### src/rtl/ofdm_preamble_inserter.sv
// Prepends a periodic training preamble to fixed-length payload frames and appends an optional
// zero gap; configured over the settings bus, with a single registered output stage.
module ofdm_preamble_inserter #(
    parameter int MAX_PATTERN_LEN = 64,
    parameter int SR_BASE         = 129
) (
    input  logic        clk,
    input  logic        reset_n,
    input  logic        clear,
    input  logic        set_stb,
    input  logic [7:0]  set_addr,
    input  logic [31:0] set_data,
    input  logic [31:0] i_tdata,
    input  logic        i_tlast,
    input  logic        i_tvalid,
    output logic        i_tready,
    output logic [31:0] o_tdata,
    output logic        o_tlast,
    output logic        o_tvalid,
    input  logic        o_tready,
    output logic        sof,
    output logic        busy
);

    localparam int PW = $clog2(MAX_PATTERN_LEN);
    localparam logic [7:0] A_ENABLE = 8'(SR_BASE);
    localparam logic [7:0] A_PLEN   = 8'(SR_BASE + 1);
    localparam logic [7:0] A_PDATA  = 8'(SR_BASE + 2);
    localparam logic [7:0] A_PRE    = 8'(SR_BASE + 3);
    localparam logic [7:0] A_FRAME  = 8'(SR_BASE + 4);
    localparam logic [7:0] A_GAP    = 8'(SR_BASE + 5);

    // state    | meaning
    // S_IDLE   | waiting for the first payload sample, nothing consumed
    // S_PRE    | emitting pattern RAM samples
    // S_PAY    | forwarding FRAME_LEN input samples
    // S_GAP    | emitting zero samples
    // S_BYP    | enable=0, pass-through until i_tlast
    typedef enum logic [2:0] {S_IDLE, S_PRE, S_PAY, S_GAP, S_BYP} state_t;

    logic          enable_q;
    logic [15:0]   pattern_len_q, preamble_len_q, frame_len_q, gap_len_q;
    logic [PW-1:0] wr_ptr_q;
    logic [31:0]   ram_q [MAX_PATTERN_LEN];

    state_t        state_q;
    logic [15:0]   cnt_q;
    logic [PW-1:0] pat_idx_q;
    logic [15:0]   pat_len_s_q, pre_len_s_q, frame_len_s_q, gap_len_s_q;
    logic          sof_pend_q;
    logic [31:0]   o_tdata_q;
    logic          o_tlast_q, o_tvalid_q, sof_q;

    logic          adv;
    logic [15:0]   pat_len_eff;
    logic          pay_last;

    assign adv         = !o_tvalid_q || o_tready;
    assign pat_len_eff = (pattern_len_q == 16'd0 || pattern_len_q > 16'(MAX_PATTERN_LEN))
                         ? 16'(MAX_PATTERN_LEN) : pattern_len_q;
    assign pay_last    = (cnt_q == frame_len_s_q - 16'd1);

    assign i_tready = ((state_q == S_PAY) || (state_q == S_BYP)) && adv;
    assign busy     = (state_q != S_IDLE);
    assign o_tdata  = o_tdata_q;
    assign o_tlast  = o_tlast_q;
    assign o_tvalid = o_tvalid_q;
    assign sof      = sof_q;

    always_ff @(posedge clk or negedge reset_n) begin
        if (!reset_n) begin
            enable_q       <= 1'b1;
            pattern_len_q  <= 16'd16;
            preamble_len_q <= 16'd160;
            frame_len_q    <= 16'd1024;
            gap_len_q      <= 16'd0;
            wr_ptr_q       <= '0;
        end else if (clear) begin
            wr_ptr_q <= '0;
        end else if (set_stb) begin
            case (set_addr)
                A_ENABLE: enable_q <= set_data[0];
                A_PLEN: begin
                    pattern_len_q <= set_data[15:0];
                    wr_ptr_q      <= '0;
                end
                A_PDATA:  wr_ptr_q       <= wr_ptr_q + PW'(1);
                A_PRE:    preamble_len_q <= set_data[15:0];
                A_FRAME:  frame_len_q    <= set_data[15:0];
                A_GAP:    gap_len_q      <= set_data[15:0];
                default: begin end
            endcase
        end
    end

    // Pattern storage has no reset; firmware loads it before use.
    always_ff @(posedge clk) begin
        if (set_stb && !clear && set_addr == A_PDATA)
            ram_q[wr_ptr_q] <= set_data;
    end

    always_ff @(posedge clk or negedge reset_n) begin
        if (!reset_n) begin
            state_q       <= S_IDLE;
            cnt_q         <= '0;
            pat_idx_q     <= '0;
            pat_len_s_q   <= 16'd16;
            pre_len_s_q   <= 16'd160;
            frame_len_s_q <= 16'd1024;
            gap_len_s_q   <= 16'd0;
            sof_pend_q    <= 1'b0;
            o_tdata_q     <= '0;
            o_tlast_q     <= 1'b0;
            o_tvalid_q    <= 1'b0;
            sof_q         <= 1'b0;
        end else if (clear) begin
            state_q    <= S_IDLE;
            cnt_q      <= '0;
            pat_idx_q  <= '0;
            sof_pend_q <= 1'b0;
            o_tlast_q  <= 1'b0;
            o_tvalid_q <= 1'b0;
            sof_q      <= 1'b0;
        end else begin
            if (adv) begin
                o_tvalid_q <= 1'b0;
                o_tlast_q  <= 1'b0;
                sof_q      <= 1'b0;
            end
            case (state_q)
                S_IDLE: begin
                    if (i_tvalid) begin
                        pat_len_s_q   <= pat_len_eff;
                        pre_len_s_q   <= preamble_len_q;
                        frame_len_s_q <= (frame_len_q == 16'd0) ? 16'd1 : frame_len_q;
                        gap_len_s_q   <= gap_len_q;
                        cnt_q         <= '0;
                        pat_idx_q     <= '0;
                        sof_pend_q    <= enable_q;
                        if (!enable_q)
                            state_q <= S_BYP;
                        else if (preamble_len_q == 16'd0)
                            state_q <= S_PAY;
                        else
                            state_q <= S_PRE;
                    end
                end
                S_PRE: begin
                    if (adv) begin
                        o_tvalid_q <= 1'b1;
                        o_tdata_q  <= ram_q[pat_idx_q];
                        sof_q      <= sof_pend_q;
                        sof_pend_q <= 1'b0;
                        pat_idx_q  <= (16'(pat_idx_q) == pat_len_s_q - 16'd1) ? '0 : pat_idx_q + PW'(1);
                        if (cnt_q == pre_len_s_q - 16'd1) begin
                            cnt_q   <= '0;
                            state_q <= S_PAY;
                        end else begin
                            cnt_q <= cnt_q + 16'd1;
                        end
                    end
                end
                S_PAY: begin
                    if (adv && i_tvalid) begin
                        o_tvalid_q <= 1'b1;
                        o_tdata_q  <= i_tdata;
                        o_tlast_q  <= pay_last && (gap_len_s_q == 16'd0);
                        sof_q      <= sof_pend_q;
                        sof_pend_q <= 1'b0;
                        if (pay_last) begin
                            cnt_q   <= '0;
                            state_q <= (gap_len_s_q == 16'd0) ? S_IDLE : S_GAP;
                        end else begin
                            cnt_q <= cnt_q + 16'd1;
                        end
                    end
                end
                S_GAP: begin
                    if (adv) begin
                        o_tvalid_q <= 1'b1;
                        o_tdata_q  <= '0;
                        o_tlast_q  <= (cnt_q == gap_len_s_q - 16'd1);
                        if (cnt_q == gap_len_s_q - 16'd1) begin
                            cnt_q   <= '0;
                            state_q <= S_IDLE;
                        end else begin
                            cnt_q <= cnt_q + 16'd1;
                        end
                    end
                end
                S_BYP: begin
                    if (adv && i_tvalid) begin
                        o_tvalid_q <= 1'b1;
                        o_tdata_q  <= i_tdata;
                        o_tlast_q  <= i_tlast;
                        if (i_tlast)
                            state_q <= S_IDLE;
                    end
                end
                default: state_q <= S_IDLE;
            endcase
        end
    end

endmodule

### config.mk
export PLATFORM = sky130hd
export DESIGN_NAME = ofdm_preamble_inserter
export DESIGN_NICKNAME = d
export VERILOG_FILES = /design/src/rtl/ofdm_preamble_inserter.sv
export SDC_FILE = /design/constraint.sdc
export NUM_CORES = 2
export LEC_CHECK = 0
export CORE_MARGIN = 4
export CORE_UTILIZATION = 35
export DETAILED_ROUTE_END_ITERATION = 10
export PLACE_DENSITY = 0.55
export SYNTH_ARGS = -nofsm -noshare
export SYNTH_HDL_FRONTEND = slang
export SYNTH_SLANG_ARGS = --single-unit
### constraint.sdc
create_clock -name clk -period 5.52 [get_ports clk]
set_input_delay 1.104 -clock clk [delete_from_list [all_inputs] [get_ports clk]]
set_output_delay 1.104 -clock clk [all_outputs]
set_load 0.05 [all_outputs]
# After elaboration in Yosys (flattened, before gate mapping)
# Memory sizes are Yosys's and may differ from the RTL's.
# Cells that the tools add are included.
# classes
addsub,7
order_cmp,1
n_eq_ne,26
muxes,60
n_bitwise,1
reduce_logical,36
# ops
operator,count
16-bit two-way mux,10
32-bit two-way mux,3
32-bit case mux with 3 select lines,1
16-bit zero test,4
16-bit case mux with 4 select lines,1
"16-bit by 1-bit subtractor with 16-bit output, second input constant",4
16-bit == test,3
"8-bit == test, second input constant",6
6-bit two-way mux,6
3-bit two-way mux,11
6-bit case mux with 2 select lines,2
"3-bit != test, second input constant",7
3-bit AND reduction,7
1-bit two-way mux,19
"16-bit by 1-bit adder with 16-bit output, second input constant",1
6-bit by 16-bit == test with 1-bit output,1
"16-bit by 7-bit > comparator with 1-bit output, second input constant",1
3-bit case mux with 5 select lines,1
"6-bit by 1-bit adder with 6-bit output, second input constant",2
3-bit nonzero test,4
5-bit AND reduction,2
9-bit AND reduction,1
"3-bit by 2-bit == test with 1-bit output, second input constant",2
"3-bit by 2-bit != test with 1-bit output, second input constant",2
other kinds (18),30
# word_totals
regBits,196
ramBits,2048
in_bits,79
output_inout_bits,37
word_cells,150
n_memories,1
# mem_list
memory,words,word_bits,rd,rd_ports_with_merged_regs,write_ports,line,source
ram_q,64,32,1,0,1,44,logic [31:0] ram_q [MAX_PATTERN_LEN];

# Depth between registers and ports, before layout
# depth
ltp_word,6
depth_mapped,14
mapped_depth_nobuf,11

# Worst setup path after synthesis
# No wires, ideal clock.
# synth_path
kind,in2reg
start,input set_addr[3]
end,memory ram_q[37][0] (enable)
setup_ns,0.421
t_arrival_ns,3.777
t_required_ns,5.099
path_slack_ns,1.322
path_stages,8
path_buffers,0
path_cell_list,nor4_1 nand3_1 nor2_1 and2_1 nand2_1 nor2_1 nand3_1 nor2_1
# synth_via
elab_chain_cells,4
# synth_lines
element,line,source
"start, declared",11,"input logic [7:0] set_addr,"
8-bit == test,98,if (set_stb && !clear && set_addr == A_PDATA)
1-bit logical AND,98,
1-bit two-way mux,98,
1-bit two-way mux (implied by the code),99,ram_q[wr_ptr_q] <= set_data;
"end, declared",44,
# Every way passes these cells.

# Final worst setup path
# layout_path
start,register state_q[1]
end,output i_tready
# layout_via
elab_chain_cells,3
elab_cells_between_ends,4
cone_classes,eq/ne (2); reduce/logical (2)
# layout_lines
element,line,source
"start, declared",46,state_t state_q;
"start signal, assigned",172,state_q <= (gap_len_s_q == 16'd0) ? S_IDLE : S_GAP;
3-bit by 2-bit == test with 1-bit output / 3-bit == test (equally long branches),63,assign i_tready = ((state_q == S_PAY) || (state_q == S_BYP)) && adv;
1-bit logical OR (*),63,
1-bit logical AND (*),63,
"end, declared",16,"output logic i_tready,"
# Every way passes the cells marked *; elsewhere a longest branch is shown, timed or not.

==> results summary <==
After layout, the worst path uses 78.83% of the clock period. Counting flops and latches in the post-synthesis netlist gives between 2000 and 2500. The first-pass iteration count of the detailed router is 7. Between clock sinks in the finished design, the worst skew comes to ~0.077 ns.

The origin of the critical flop-to-flop path is frame_len_s_q[0]$_DFFE_PN0P_. The clock buffer count from CTS came out at between 200 and 250. The mapped cell area came out at 87820 um2. The die width is approximately 510 um. The critical path goes through nor2b_1 > nor2_1 > nor2_4 > and2_1 > clkdlybuf4s50_1. The tree built by TritonCTS fans out to approximately 2200 sinks. For flop-to-flop paths, the worst setup slack is 1.51 ns. The starting DRC count in detailed routing came out at between 4000 and 5000. The clock edge transition at the registers on the reported setup and hold paths is around 0.060 ns. Post-CTS repair changed the size of 0 cells. The remaining routing DRC violations is 0. The number of buffers inserted for hold repair after clock tree synthesis is 0.

The gate count of the mapped netlist came out at 3948. The post-route cell area is ~100000 um2. The worst setup path is captured at a primary output. The run finished with clean final reports. The arrival time at the worst endpoint is approximately 3.3 ns.

The count of synthesis-stage warnings from yosys is 0. The placed instances occupy a cell area of 95010 um2. The worst setup path is launched from a flip-flop. The synthesized netlist net count is around 4000. The wire length of the first global-routing pass came out at between 300 and 400 mm. The critical path starts at state_q[1]$_DFFE_PN0P_. The detailed-route vias per instance is around 5.4. The tree is rooted in a clkbuf_16.

The share of the Yosys chip area taken by registers is roughly 76%. The via count of the first global-routing pass came out at approximately 42000. Yosys mapped a number of flops with a built-in enable equal to a little over 2000. The delay of the slowest critical-path stage came out at approximately 0.81 ns. In this run the worst path has a maximum fanout of 16.

The cell with the largest stage delay on the worst path is clkdlybuf4s50_1. After synthesis, the mean cell area works out to roughly 22 um2. Global routing finished with a remaining overflow of 0. The count of different cell masters after synthesis is 73.

The count of nets left with antenna violations after detail routing came out at 0. The number of placement rows came out at 183. Summed over all cells, the static leakage comes to approximately 32 nW.

The total count of max-transition violations in the final report came to 0. The fraction of final layout cells with drive strength greater than 1 came out at between 30 and 40%. The I/O pin count is roughly 120. Compared with the post-synthesis result, the final layout area differs by 16.50%. The clock passes through at most 3 buffers. The number of antenna violations at the first check in global routing is 30. Across the run, the number of max-cap violations was 0. The via count came out at approximately 42000. The fraction of registers with async set/reset came out at under 10%. The final hold violation count was 0. The post-CTS repair timing setup buffer count is 0. The top achievable clock speed is 229.8 MHz. The total negative setup slack is 0 ns. The post-route minimum period came out at ~4.4 ns. The largest net degree at the start of global routing is 99.

The final layout net count came out at roughly 4400. The initial utilization of the core area, before any placement, comes to 35.25%. The aggregate routed wire length came out at approximately 230 mm. The placer congestion estimate came out at between 0.8 and 0.9. The count of buffers inserted at the top-level ports came out at around 120. For the worst-skew pair, the clock arrives at the later sink with an insertion delay of 0.86 ns. The aggregate global-route resource usage came out at between 10% and 20%. The placed wire-length estimate came out at between 100 and 150 mm. The endpoint identified for the worst register-to-register timing path is cnt_q[4]$_DFFE_PN0P_. Setup violations remaining at the end of the flow were counted as 0.

The die covers 259000 um2. The die is ~500 um tall. The H-tree was split into 4 levels. The most critical setup path has its endpoint at i_tready.

Counting cells, the worst reg-to-reg path comes to 11. Setup repair after global routing left no endpoint under its margin. The required time of the critical path is approximately 4.4 ns.

The post-detailed-route wirelength per cell is slightly above 30 um. The area inside the core boundary is 249100 um2. The TritonCTS clock tree is built. The slew of the pin with the lowest slew margin is 1.267 ns. The critical setup path kind is reg2out.

Power spread over the standard cell area amounts to around 340 nW/um2. The kind of path behind the tightest hold check is in2async. The maximum VDD drop came out at around 0.34 mV. The normalized max-slew margin came out at roughly 16%. Among all flip-flop cells after synthesis, the most frequent one is edfxtp_1.
through the flow:
stage	cells	utilization [%]	total power, mW	hold WS (ns)	worst slack, ns
6_report	7790	41.07	35.10	0.2622	1.169
5_1_grt	7779	41.06	36.24	0.3262	1.006
4_1_cts	7778	41.05	35.43	0.2767	1.110
3_5_place_dp	7381	38.14	20.35	0.4691	0.9147
3_3_place_gp	7381	38.14	20.32	0.4606	0.7751
2_1_floorplan	3948	-	19.66	0.4539	1.322
synth_stat cells (4+ instances only):
cell type  count  area (um2)
ha_1           8       100.1
nor4_1        25       156.4
a22o_1         9       78.83
buf_2         13       65.06
mux2i_1        6       60.06
nor4b_1        6       52.55
a31oi_1       10       62.56
dfrtp_1      187        4679
xor2_1        30       262.8
nor2_1       117       439.2
nand3b_1       8       60.06
and4_1         6       52.55
a21o_1         4       30.03
or4_1          7       52.55
and2_1        12       75.07
buf_1         61       229.0
mux2_2       114        1284
a21oi_1       35       175.2
nand3_1       31       155.2
nor3_1        26       130.1
o21ai_0       61       305.3
edfxtp_1    2048       61500
nand4_1        6       37.54
nor2b_1       13       81.33
clkbuf_1     146       548.0
or2_2          7       43.79
inv_1         20       75.07
nand2_1       90       337.8
mux4_2       672       15130
and3_1         6       37.54
dfstp_2        9       236.5
o311ai_0       5       43.79
o2111ai_1      5       43.79
a22oi_1       32       240.2
nand2b_1       7       43.79
o31ai_1        4       30.03
xnor2_1       41       359.1
or3_1          8       50.05
flip-flops by register name, indices dropped and copies added, names as in the netlist, 3 cells and up:
register        cells
ram_q            2048
o_tdata            32
cnt_q              16
frame_len_q        16
frame_len_s_q      16
gap_len_q          16
gap_len_s_q        16
pat_len_s_q        16
pattern_len_q      16
pre_len_s_q        16
preamble_len_q     16
pat_idx_q           6
wr_ptr_q            6
state_q             3
cell type report:
type,instances,area (um2)
fill,21794,146800
tap,3330,4167
antenna,12,30.03
clock buffer,269,5763
timing repair buffer,325,3361
sequential,2244,66440
multi-input combinational,1462,20980
clock inverter,128,1499
inverter,20,75.07
cells by family (layout without fill, tap and decap cells):
kind of cell    after synthesis  in the layout  synth area share (%)
mux                         792            792                 18.76
xor+xnor                     71             71                0.7081
simple gates                391            391                 2.228
flops                      2244           2244                 75.63
buf+inv                     242            742                 1.070
compound gates              199            199                 1.475
fa+ha+maj                     9              9                0.1254
other cells                   0             12                     0
cells in the final DEF, fill, tap and decap left out, drive strengths merged, types with 11 or more instances in the layout:
cell type / n
bufinv: 25
mux2: 114
clkdlybuf4s50: 82
nor4: 26
a22oi: 32
diode: 12
buf: 243
edfxtp: 2048
nand3: 32
nor2b: 13
and2: 12
clkinv: 89
o21ai: 63
xnor2: 41
inv: 27
nor2: 117
clkbuf: 269
a31oi: 11
nor3: 26
nand2: 90
xor2: 30
a21oi: 35
mux4: 672
dfrtp: 187
critical path: cells and delay by family, from the launching register on:
kind	cells	cell delay [ns]
AND/OR/NAND/NOR	4	0.95
flip-flops	1	0.63
buffers and inverters	1	0.81
report_power, final:
group          switching, mW  internal (mW)  total [mW]
clock                   6.50           8.62        15.1
combinational          0.901          0.365        1.27
sequential            0.0754           18.6        18.7
total                   7.47           27.6        35.1
worst min path at each step:
stage / start / endpoint / slack (ns) / depth (start not counted)
floorplan: pat_len_s_q[11]$_DFFE_PN0P_ / pat_len_s_q[11]$_DFFE_PN0P_ / 0.45 / 1
global placement: o_tdata[14]$_DFFE_PN0P_ / o_tdata[14]$_DFFE_PN0P_ / 0.46 / 2
detailed placement: o_tdata[24]$_DFFE_PN0P_ / o_tdata[24]$_DFFE_PN0P_ / 0.47 / 2
CTS: reset_n / o_tdata[1]$_DFFE_PN0P_ / 0.28 / 1
global route: reset_n / frame_len_q[13]$_DFFE_PN0P_ / 0.33 / 1
finish: reset_n / frame_len_q[13]$_DFFE_PN0P_ / 0.26 / 1
per-layer routing:
metal | routed length, um | GRT usage [%] | share of wire (%) | up-vias
li1 | - | - | - | 17330
met1 | 102500 | 26.48 | 44 | 23216
met2 | 109700 | 27.82 | 47 | 1569
met3 | 16480 | 3.110 | 7.0 | 295
met4 | 6192 | 4.588 | 2.6 | 2
met5 | 10 | 0 | 0.0043 | -
Note: power is estimated with default switching activity, not from simulation.
